==> src/rtl/funnel_ctrl_1_3.sv <==
// funnel_ctrl_1_3: serialises one 4-slot wide word onto one (single) or two
// (dual) narrow initiator lanes; mirror of defunnel_ctrl_3_1.
module funnel_ctrl_1_3 #(
    parameter int unsigned W = 8
) (
    input  logic           clk,
    input  logic           reset_n,
    input  logic           t_0_req,
    output logic           t_0_ack,
    input  logic [4*W-1:0] t_0_dat,
    input  logic           t_cfg_req,
    output logic           t_cfg_ack,
    output logic           i_0_req,
    input  logic           i_0_ack,
    output logic [W-1:0]   i_0_dat,
    output logic           i_1_req,
    input  logic           i_1_ack,
    output logic [W-1:0]   i_1_dat,
    input  logic [7:0]     mode,
    output logic           busy
);

    localparam int unsigned NSLOT = 4;
    localparam int unsigned PTR_W = 2;

    // Holding register, slot-valid mask, beat pointer and latched mode.
    logic [NSLOT*W-1:0] buf_q;
    logic [NSLOT-1:0]   valid_q;
    logic [PTR_W-1:0]   ptr_q;
    logic [1:0]         mode_q;

    logic [W-1:0]       slot [NSLOT];
    logic [1:0]         reduct;
    logic [PTR_W-1:0]   ptr_p1;
    logic               dual_q;
    logic               fire;
    logic               last_fire;
    logic               accept;
    logic [NSLOT-1:0]   valid_clr;
    logic [PTR_W-1:0]   ptr_step;
    logic               unused_inputs;

    assign unused_inputs = ^{mode[7:2], t_cfg_req};

    for (genvar k = 0; k < NSLOT; k++) begin : g_slot
        assign slot[k] = buf_q[k*W +: W];
    end

    assign reduct = mode[1:0];
    assign ptr_p1 = ptr_q + PTR_W'(1);
    // mode_q is never 00 (reset value 01, only non-zero modes are latched).
    assign dual_q = ~mode_q[0] & mode_q[1];

    // Beat presentation, handshake decode and word acceptance.
    always_comb begin
        i_0_req   = valid_q[ptr_q];
        i_0_dat   = slot[ptr_q];
        i_1_req   = 1'b0;
        i_1_dat   = '0;
        fire      = 1'b0;
        last_fire = 1'b0;
        valid_clr = '0;
        ptr_step  = PTR_W'(1);
        if (dual_q) begin
            i_1_req   = valid_q[ptr_p1];
            i_1_dat   = slot[ptr_p1];
            fire      = i_0_req & i_0_ack & i_1_req & i_1_ack;
            last_fire = fire & (ptr_q == PTR_W'(2));
            ptr_step  = PTR_W'(2);
            valid_clr[ptr_q]  = 1'b1;
            valid_clr[ptr_p1] = 1'b1;
        end else begin
            fire      = i_0_req & i_0_ack;
            last_fire = fire & (ptr_q == PTR_W'(3));
            valid_clr[ptr_q] = 1'b1;
        end
        accept    = t_0_req & (reduct != 2'b00) & ((valid_q == '0) | last_fire);
        t_0_ack   = accept;
        t_cfg_ack = 1'b1;
        busy      = |valid_q;
    end

    // State update: reset beats accept, accept beats the per-beat clear.
    always_ff @(posedge clk) begin
        if (!reset_n) begin
            buf_q   <= '0;
            valid_q <= '0;
            ptr_q   <= '0;
            mode_q  <= 2'b01;
        end else if (accept) begin
            buf_q   <= t_0_dat;
            valid_q <= '1;
            ptr_q   <= '0;
            mode_q  <= reduct;
        end else if (fire) begin
            valid_q <= valid_q & ~valid_clr;
            ptr_q   <= ptr_q + ptr_step;
        end
    end

endmodule

==> config.mk <==
export PLATFORM = sky130hd
export DESIGN_NAME = funnel_ctrl_1_3
export DESIGN_NICKNAME = d
export VERILOG_FILES = /design/src/rtl/funnel_ctrl_1_3.sv
export SDC_FILE = /design/constraint.sdc
export NUM_CORES = 1
export LEC_CHECK = 0
export CORE_MARGIN = 8
export CORE_UTILIZATION = 51
export CTS_CLUSTER_SIZE = 25
export DETAILED_ROUTE_END_ITERATION = 7
export GPL_ROUTABILITY_DRIVEN = 0
export HOLD_SLACK_MARGIN = 0.06
export PLACE_DENSITY = 0.93
export SLEW_MARGIN = 20
export SYNTH_ARGS = -nofsm -noshare
export SYNTH_HDL_FRONTEND = slang
export SYNTH_SLANG_ARGS = --single-unit
==> constraint.sdc <==
create_clock -name clk -period 7 [get_ports clk]
set_clock_uncertainty 0.05 [all_clocks]
set_input_delay 1.05 -clock clk [delete_from_list [all_inputs] [get_ports clk]]
set_output_delay 1.05 -clock clk [all_outputs]
set_load 0.005 [all_outputs]
==> results of run 1 <==
[critical path, stage by stage (launching register included)]
cell and delay [ns]:
dfxtp_1 0.89, inv_1 0.22, ha_1 0.80, mux2i_1 0.20, o22ai_1 0.32, nand3_1 0.17, a21oi_4 0.20, clkdlybuf4s50_1 0.53
[routing by layer]
metal	part of all wire (%)	track usage, %
met5	0	0
met4	0.53	4.63
met3	5.4	4.88
met2	51	25.5
met1	43	18.6
[how the worst max path moves through the flow]
stage	end	slack [ns]	startpoint
2_1_floorplan	i_1_dat[0]	3.46	ptr_q[0]
5_1_grt	t_0_ack	1.89	ptr_q[1]
6_report	t_0_ack	2.27	ptr_q[1]
3_3_place_gp	t_0_ack	2.40	ptr_q[0]
3_5_place_dp	t_0_ack	2.36	ptr_q[0]
4_1_cts	t_0_ack	2.02	ptr_q[0]
[registers in the layout, summed over array words and instances, names as in the netlist]
register and cells:
buf_q 32, mode_q 2, ptr_q 2, valid_q 4
[where the power goes]
part	internal (mW)	switching, mW
registers	0.305	0.0735
logic	0.249	0.187
clock network	0.178	0.0801
[cells by family after synthesis]
| family | Yosys count | synth area share [%] |
|---|---|---|
| adder cells (fa/ha/maj) | 5 | 2.71 |
| buffers and inverters | 22 | 5.15 |
| other | 1 | 0.162 |
| multiplexers | 56 | 33.0 |
| flip-flops | 40 | 34.7 |
| AND/OR/NAND/NOR | 90 | 17.0 |
| XOR/XNOR | 2 | 0.759 |
| AO/OA/AOI/OAI | 19 | 6.50 |
[cell usage in the layout, fill, tap and decap left out, drive strengths merged]
master | netlist | layout
nand2 | 70 | 70
clkdlybuf4s50 | 0 | 57
dfxtp | 40 | 40
mux2i | 39 | 39
mux4 | 16 | 16
and2 | 8 | 8
o21a | 8 | 8
a21oi | 6 | 6
ha | 5 | 5
clkbuf | 9 | 5
nor2b | 3 | 3
inv | 3 | 3
bufinv | 0 | 3
nor2 | 2 | 2
nor3b | 2 | 2
xnor2 | 2 | 2
buf | 9 | 2
nand2b | 1 | 1
o22ai | 1 | 1
and2b | 1 | 1
nand3 | 1 | 1
clkinv | 1 | 1
nor4 | 1 | 1
mux2 | 1 | 1
o2bb2ai | 1 | 1
o221ai | 1 | 1
and3 | 1 | 1
o21ai | 1 | 1
o211ai | 1 | 1
conb | 1 | 1
[through the flow]
| step | power (mW) | cell area, sq um |
|---|---|---|
| detailed placement | 0.821 | 2850 |
| floorplan | 0.696 | 2310 |
| global route | 1.14 | 3020 |
| global placement | 0.801 | 2850 |
| finish | 1.07 | 3020 |
| CTS | 1.08 | 3010 |
[cells in the mapped netlist, drive strengths merged]
master   instances  area, sq um
nand2b           1         6.26
o2bb2ai          1         15.0
and2b            1         8.76
dfxtp           40          801
nor3b            2         15.0
conb             1         3.75
nor2             2         7.51
mux2i           39          390
o211ai           1         7.51
o21a             8         60.1
nand2           70          263
o22ai            1         6.26
inv              3         11.3
ha               5         62.6
nand3            1         5.00
and2             8         50.1
clkinv           1         3.75
and3             1         6.26
mux4            16          360
nor2b            3         18.8
nor4             1         12.5
buf              9         70.1
a21oi            6         41.3
o21ai            1         5.00
o221ai           1         15.0
mux2             1         11.3
clkbuf           9         33.8
xnor2            2         17.5
[final cells by class]
cell class              instances  area share (%)
repair buffers                 59            19.4
well taps                      52            2.16
inverters                       4           0.498
multi-input cells             173            46.1
clock buffers                   5            2.28
clock inverters                 3            2.99
flip-flops and latches         40            26.6
==> results.md, run 1 <==
- Outcome: complete, no violations
- Finished Core Util: 69.3%
- Std-Cell Core Area: 4350 sq um
- Ant diodes: 0
- Drt first-iter violations: 101
- RSZ-0062 raised after global routing: no
- # Max-Cap Violations: 0
- I/O pin count: 67
- Worst Hold Path EP: mode_q[1]
- Share of layout cells above drive strength 1: 11.6%
- Fill cells: 334
- #FFs+latches synth: 40
- Crit Reg-Reg Startpoint: ptr_q[1]
- Postcts setup bufs: 0
- H-tree depth: 2
- Place WS: 2.36 ns
- Largest net degree at the start of global routing: 75
- Critical path fanouts, max: 15
- TritonCTS clock tree: built
- Maximum VDD drop: 191 uV
- Mapped Avg Cell Area: 9.82 sq um
- Setup TNS Final: 0 ns
- First-pass GRT wire length: 9.05 mm
- Worst Hold Class: reg2reg
- Setup CP Type: reg2out
- Area of the multi-input gates: 1390 sq um
- R2R Path End: buf_q[9]
- Fin crit share: 67.6%
- Worst hold slack: 0.410 ns
- Worst skew pair latency: 0.29 ns
- Syn Nets: 286
- Sequential share of the synthesized area: 34.7%
- WP data required: 5.90 ns
- Cell Rows: 24
- DIE HEIGHT: 83.3 um
- Root buffer cell: clkbuf_8
- Worst Reg2Reg Path Length in Cells: 8
- Leakage power: 1.09 nW
- Antenna Violating Nets Remaining: 0
- DR vias: 1837
- Relative slew slack: 42.6%
- Critical Path Start Type: flop
- Slew @ Worst Pin: 0.860 ns
- CP endpoint kind: output pin
- Critical hold path startpoint: mode_q[1]
- Final Max Slew Viols: 0
- Period minus WS final: 4.73 ns
- Number of buffers added on ports: 58
- Vias in the first global route: 1915
- Endpoints failing hold: 0
- Mapped Cells: 235
- Inserted Clock Buffers: 5
- DIE WIDTH: 83.3 um
- Routed len/inst: 15.8 um
- Congestion Overflow GR: 0
- Detailed placement HPWL: 3.80 mm
- Synth unique cells: 32
- Synth-to-Final Area Change: 30.6%
- Total GRT Usage: 15.4%
- Max clock buf depth: 2
- Ys Warns: 0
- Nets@finish: 334
- Clock Pin Slew Worst Setup and Hold Paths: 0.08 ns
- Clock sinks: 40
- Pwr per Cell Area: 356 nW/um^2
- CP arrival: 3.63 ns
- DRC Markers: 0
- Non-filler cells, final: 336
- Placed cells: 328
- DIE AREA: 6940 sq um
- Initial antenna violation count: 0
- # hold bufs at CTS: 0
- Synthesized area: 2310 sq um
- R2R setup slack: 3.21 ns
- Seq. cell area: 802 sq um
- Max Freq: 211 MHz
- Min setup slack post-route: 2.27 ns
- Resized cells post-CTS: 0
- Routed vias/inst: 5.47
- Final setup fails: 0
- Worst hold stages: 2
- Final WL: 5.31 mm
- Initial Util: 53.0%
- Drt first pass iters: 4
Note: power is estimated with default switching activity, not from simulation.
==> run 2: changes to the inputs <==
Settings changed: CORE_UTILIZATION 51 to 43, PLACE_DENSITY 0.93 to 0.84.
Clock period 7 ns to 4 ns, I/O delays scaled along.
==> results.md, run 2 (synthesis gave the netlist of run 1 again) <==
- DIE HEIGHT: 89.3 um (+7.2%)
- DIE WIDTH: 89.3 um (+7.2%)
- Relative slew slack: 54.3% (+12 points)
- Routed vias/inst: 5.06 (-7.4%)
- Initial Util: 44.9% (-8.1 points)
- WP data required: 3.35 ns (-2.55 ns)
- Nets@finish: 337 (+0.90%)
- DR vias: 1808 (-1.6%)
- Max FFs per register: 32 (unchanged)
- Final WL: 5.36 mm (+0.94%)
- Maximum VDD drop: 274 uV (+44%)
- Leakage power: 1.09 nW (-0.67%)
- Fin crit share: 82.8%
- CP endpoint kind: output pin
- Pwr per Cell Area: 581 nW/um^2 (+63%)
- Initial antenna violation count: 0 (unchanged)
- Endpoints failing hold: 0 (unchanged)
- Most common cell after layout, fill and taps aside: nand2_1
- Setup TNS Final: 0 ns (unchanged)
- Critical path fanouts, max: 8 (-7)
- Worst hold slack: 0.412 ns (+0.00231 ns)
- Seq. cell area: 801 sq um (-0.16%)
- Worst-path cell chain: inv_1 -> ha_1 -> buf_4 -> mux4_2 -> and2_1 -> clkdlybuf4s50_1
- Setup CP Type: reg2out
- Largest delay share family, worst path: buffers and inverters
- Detailed placement HPWL: 3.82 mm (+0.60%)
- Area of the multi-input gates: 1390 sq um (unchanged)
- DRC Markers: 0 (unchanged)
- Inserted Clock Buffers: 5 (unchanged)
- Final Max Slew Viols: 0 (unchanged)
- CP arrival: 2.66 ns (-0.97 ns)
- Largest registers: buf_q: 32 flops, valid_q: 4 flops
- Antenna Violating Nets Remaining: 0 (unchanged)
- DIE AREA: 7970 sq um (+15%)
- Placed cells: 349 (+6.4%)
- Std-Cell Core Area: 5140 sq um (+18%)
- Fill cells: 469 (+40%)
- Resized cells post-CTS: 0 (unchanged)
- Root buffer cell: clkbuf_8
- Number of buffers added on ports: 58 (unchanged)
- H-tree depth: 2 (unchanged)
- First-pass GRT wire length: 8.87 mm (-2.1%)
- I/O pin count: 67 (unchanged)
- Outcome: complete, no violations
- Final setup fails: 0 (unchanged)
- Period minus WS final: 3.31 ns
- Most frequent cells in the layout: nand2_1 (70), clkdlybuf4s50_1 (57), dfxtp_1 (40)
- Largest net degree at the start of global routing: 75 (unchanged)
- Max Freq: 302 MHz
- Largest register by flop count: buf_q
- Worst skew pair latency: 0.29 ns (about the same)
- Buf/Inv on CP: 3 (+1)
- Congestion Overflow GR: 0 (unchanged)
- Critical path's largest stage delay: 0.57 ns (-0.32 ns)
- Vias in the first global route: 1870 (-2.3%)
- CP max stage cell: ha_1
- Non-filler cells, final: 357 (+6.3%)
- Max clock buf depth: 2 (unchanged)
- Routed len/inst: 15.0 um (-5.0%)
- Drt first-iter violations: 86 (-15%)
- Critical Path Start Type: flop
- # Max-Cap Violations: 0 (unchanged)
- Postcts setup bufs: 0 (unchanged)
- RSZ-0062 raised after global routing: no
- Total GRT Usage: 14.3% (-1.1 points)
- Synth-to-Final Area Change: 30.3%
- TritonCTS clock tree: built
- Share of layout cells above drive strength 1: 11.8% (+0.23 points)
- Clock sinks: 40 (unchanged)
- Drt first pass iters: 4 (unchanged)
- Clock Pin Slew Worst Setup and Hold Paths: 0.08 ns (about the same)
- Worst Hold Class: reg2reg
- Ant diodes: 0 (unchanged)
- Slew @ Worst Pin: 0.686 ns (-0.173 ns)
- Cell Rows: 26 (+8.3%)
- # hold bufs at CTS: 0 (unchanged)
==> run 2: changes by cell type in the layout (fill, tap and decap cells not counted) <==
cell,previous run,this run
clkbuf_1,0,1
buf_4,2,5
bufinv_16,3,1
clkinv_2,0,1
dfxtp_1,39,40
dfxtp_2,1,0
==> run 2: area by class of cell <==
cell class	count	area share [%]
clock buffer	6	2.41
clock inverter	2	1.16
inverter	4	0.499
multi-input combinational	173	46.2
sequential	40	26.6
tap	70	2.91
timing repair buffer	62	20.2
==> run 2: final timing paths <==
path	from	to	slack (ns)	cells after the start
setup / recovery	ptr_q[0]	i_1_dat[1]	0.69	6
hold / removal	mode_q[1]	mode_q[1]	0.41	2
setup reg to reg	ptr_q[0]	buf_q[25]	1.23	8
hold reg to reg	mode_q[1]	mode_q[1]	0.41	2
==> run 2: routing by layer <==
metal | up-vias | share of wire, % | GRT usage [%]
met4 | 0 | 1.0 | 4.08
met5 | - | 0 | 0
met2 | 43 | 49 | 23.7
met3 | 7 | 5.2 | 3.95
met1 | 848 | 45 | 17.7
li1 | 910 | - | -
==> run 2: worst register-to-register path: stages (launching register included) <==
cell and delay (ns):
dfxtp_1 0.34, inv_1 0.08, ha_1 0.57, mux2i_1 0.17, o22ai_1 0.29, nand3_1 0.17, a21oi_4 0.18, buf_4 0.54
mux2i_1 0.30
==> run 2: power breakdown <==
| group | leakage [nW] | internal [mW] | switching, mW |
|---|---|---|---|
| clock network | 0.0552 | 0.185 | 0.137 |
| logic | 0.707 | 0.441 | 0.348 |
| registers | 0.326 | 0.534 | 0.102 |
==> run 2: stage by stage <==
| step | util (%) | cell area [sq um] | setup WS, ns | power [mW] |
|---|---|---|---|---|
| 2_1_floorplan | - | 2310 | 0.912 | 1.22 |
| 3_3_place_gp | 56.4 | 2900 | 1.01 | 1.41 |
| 3_5_place_dp | 56.4 | 2900 | 0.973 | 1.44 |
| 4_1_cts | 58.5 | 3010 | 0.647 | 1.77 |
| 5_1_grt | 58.5 | 3010 | 0.506 | 1.87 |
| 6_report | 58.5 | 3010 | 0.688 | 1.75 |
==> run 3: changes to the inputs <==
Clock period 4 ns to 3 ns, I/O delays scaled along.
==> results.md, run 3 (synthesis gave the netlist of run 1 again) <==
- Outcome: complete, no violations
- Synth-to-Final Area Change: 32.0%
- Postcts setup bufs: 0 (unchanged)
- Final setup fails: 0 (unchanged)
- Comb pwr share: 45.6% (+0.5 points)
- Endpoints failing hold: 0 (unchanged)
- Ant diodes: 0 (unchanged)
- Largest net degree at the start of global routing: 41 (-45%)
- Critical Path Start Type: flop
- # hold bufs at CTS: 0 (unchanged)
- Fill cells: 498 (+6.2%)
- Total GRT Usage: 14.2% (-0.15 points)
- Nets@finish: 340 (+0.89%)
- Finished Core Util: 59.3% (+0.75 points)
- Area of the multi-input gates: 1410 sq um (+1.4%)
- Most frequent cells in the layout: nand2_1 (70), clkdlybuf4s50_1 (57), dfxtp_1 (40)
- RSZ-0062 raised after global routing: no
- Worst skew pair latency: 0.29 ns (about the same)
- H-tree depth: 2 (unchanged)
- Vias in the first global route: 1830 (-2.1%)
- WP data required: 2.50 ns (-0.85 ns)
- Clock sinks: 40 (unchanged)
- Switch share: 33.5% (-0.13 points)
- Antenna Violating Nets Remaining: 0 (unchanged)
- Most common cell after layout, fill and taps aside: nand2_1
- Sequential power share: 36.1% (-0.3 points)
- Inserted Clock Buffers: 5 (unchanged)
- Std-Cell Core Area: 5140 sq um (unchanged)
- Drt first pass iters: 5 (+1)
- Clk network pwr share: 18.4% (about the same)
- Worst Hold Class: reg2reg
- I/O pin count: 67 (unchanged)
- Largest registers: buf_q: 32 flops, valid_q: 4 flops
- Root buffer cell: clkbuf_8
- Largest register by flop count: buf_q
- TritonCTS clock tree: built
- Final WL: 5.24 mm (-2.2%)
- Fin crit share: 94.1%
- Leakage power: 1.10 nW (+1.5%)
- P_sw: 0.784 mW (+34%)
- DIE WIDTH: 89.3 um (unchanged)
- Max Freq: 354 MHz
- DIE HEIGHT: 89.3 um (unchanged)
- DR vias: 1832 (+1.3%)
- Setup CP Type: reg2out
- Cell Rows: 26 (unchanged)
- P_int: 1.56 mW (+34%)
- Final Max Slew Viols: 0 (unchanged)
- Drt first-iter violations: 79 (-8.1%)
- Area post-placement: 2920 sq um (+0.78%)
- Slew @ Worst Pin: 0.647 ns (-0.0395 ns)
- Max clock buf depth: 2 (unchanged)
- Relative slew slack: 56.9% (+2.6 points)
- Routed len/inst: 14.6 um (-3.0%)
- First-pass GRT wire length: 8.73 mm (-1.6%)
- CP endpoint kind: output pin
- Seq. cell area: 801 sq um (unchanged)
- Setup TNS Final: 0 ns (unchanged)
- Share of layout cells above drive strength 1: 13.4% (+1.6 points)
- Pwr per Cell Area: 769 nW/um^2 (+32%)
- Initial Util: 44.9% (unchanged)
- Critical path fanouts, max: 6 (-2)
- Fin area: 3050 sq um (+1.3%)
- DRC Markers: 0 (unchanged)
- CP arrival: 2.32 ns (-0.34 ns)
- Initial antenna violation count: 0 (unchanged)
- Routed vias/inst: 5.09 (+0.48%)
- DIE AREA: 7970 sq um (unchanged)
- # Max-Cap Violations: 0 (unchanged)
- Period minus WS final: 2.82 ns
- Detailed placement HPWL: 3.81 mm (-0.29%)
- Maximum VDD drop: 439 uV (+60%)
- Clock Pin Slew Worst Setup and Hold Paths: 0.08 ns (about the same)
- Max FFs per register: 32 (unchanged)
- Number of buffers added on ports: 58 (unchanged)
- Congestion Overflow GR: 0 (unchanged)
run 3: changes by cell type in the layout (fill, tap and decap cells not counted):
cell / previous run / this run
o22ai_2: 0 / 1
o22ai_1: 1 / 0
ha_1: 5 / 4
buf_2: 0 / 1
ha_4: 0 / 1
buf_4: 5 / 7
run 3: repair_timing:
item / in CTS / in global routing
endpoints found under the setup margin: 4 / 8
gates resized for setup: 1 / 2
pin swaps: 0 / 0
run 3: final cells by class:
type	instances	share of cell area [%]
flip-flops and latches	40	26.3
clock buffers	6	2.38
clock inverters	2	1.15
repair buffers	65	20.6
inverters	4	0.493
multi-input cells	173	46.2
well taps	70	2.87
run 3: metal layers:
metal  vias up  track usage (%)  part of all wire, %
li1        920                -                    -
met1       860             17.2                   44
met2        48             23.8                   49
met3         4             4.14                  6.3
met4         0             3.63                 0.46
met5         -                0                    0
run 3: final timing paths:
check | start | endpoint | slack [ns] | cells past startpoint
worst min register to register | mode_q[1] | mode_q[1] | 0.42 | 2
worst max-delay path | ptr_q[1] | i_1_dat[3] | 0.18 | 6
worst max register to register | ptr_q[1] | mode_q[0] | 0.57 | 8
worst min-delay path | mode_q[1] | mode_q[1] | 0.42 | 2
run 3: power groups by stage:
stage	logic [mW]	registers [mW]	clock network (mW)
3_5_place_dp	1.07	0.856	0
5_1_grt	1.16	0.877	0.471
6_report	1.07	0.845	0.430
3_3_place_gp	1.05	0.844	0
4_1_cts	1.07	0.847	0.443
2_1_floorplan	0.805	0.819	0
run 3: worst max-delay path, stage by stage, from the launching register on:
cell	delay, ns
dfxtp_1	0.33
inv_1	0.10
ha_4	0.33
buf_4	0.17
mux4_2	0.49
and2_1	0.18
clkdlybuf4s50_1	0.44
run 3: through the flow:
| step | worst slack, ns | power (mW) | cells | hold slack (ns) |
|---|---|---|---|---|
| finish | 0.177 | 2.34 | 360 | 0.418 |
| CTS | 0.0413 | 2.36 | 360 | 0.418 |
| detailed placement | 0.323 | 1.92 | 352 | 0.407 |
| global placement | 0.353 | 1.89 | 352 | 0.391 |
| floorplan | 0.0617 | 1.62 | 235 | 0.381 |
| global route | 0.0664 | 2.51 | 360 | 0.447 |
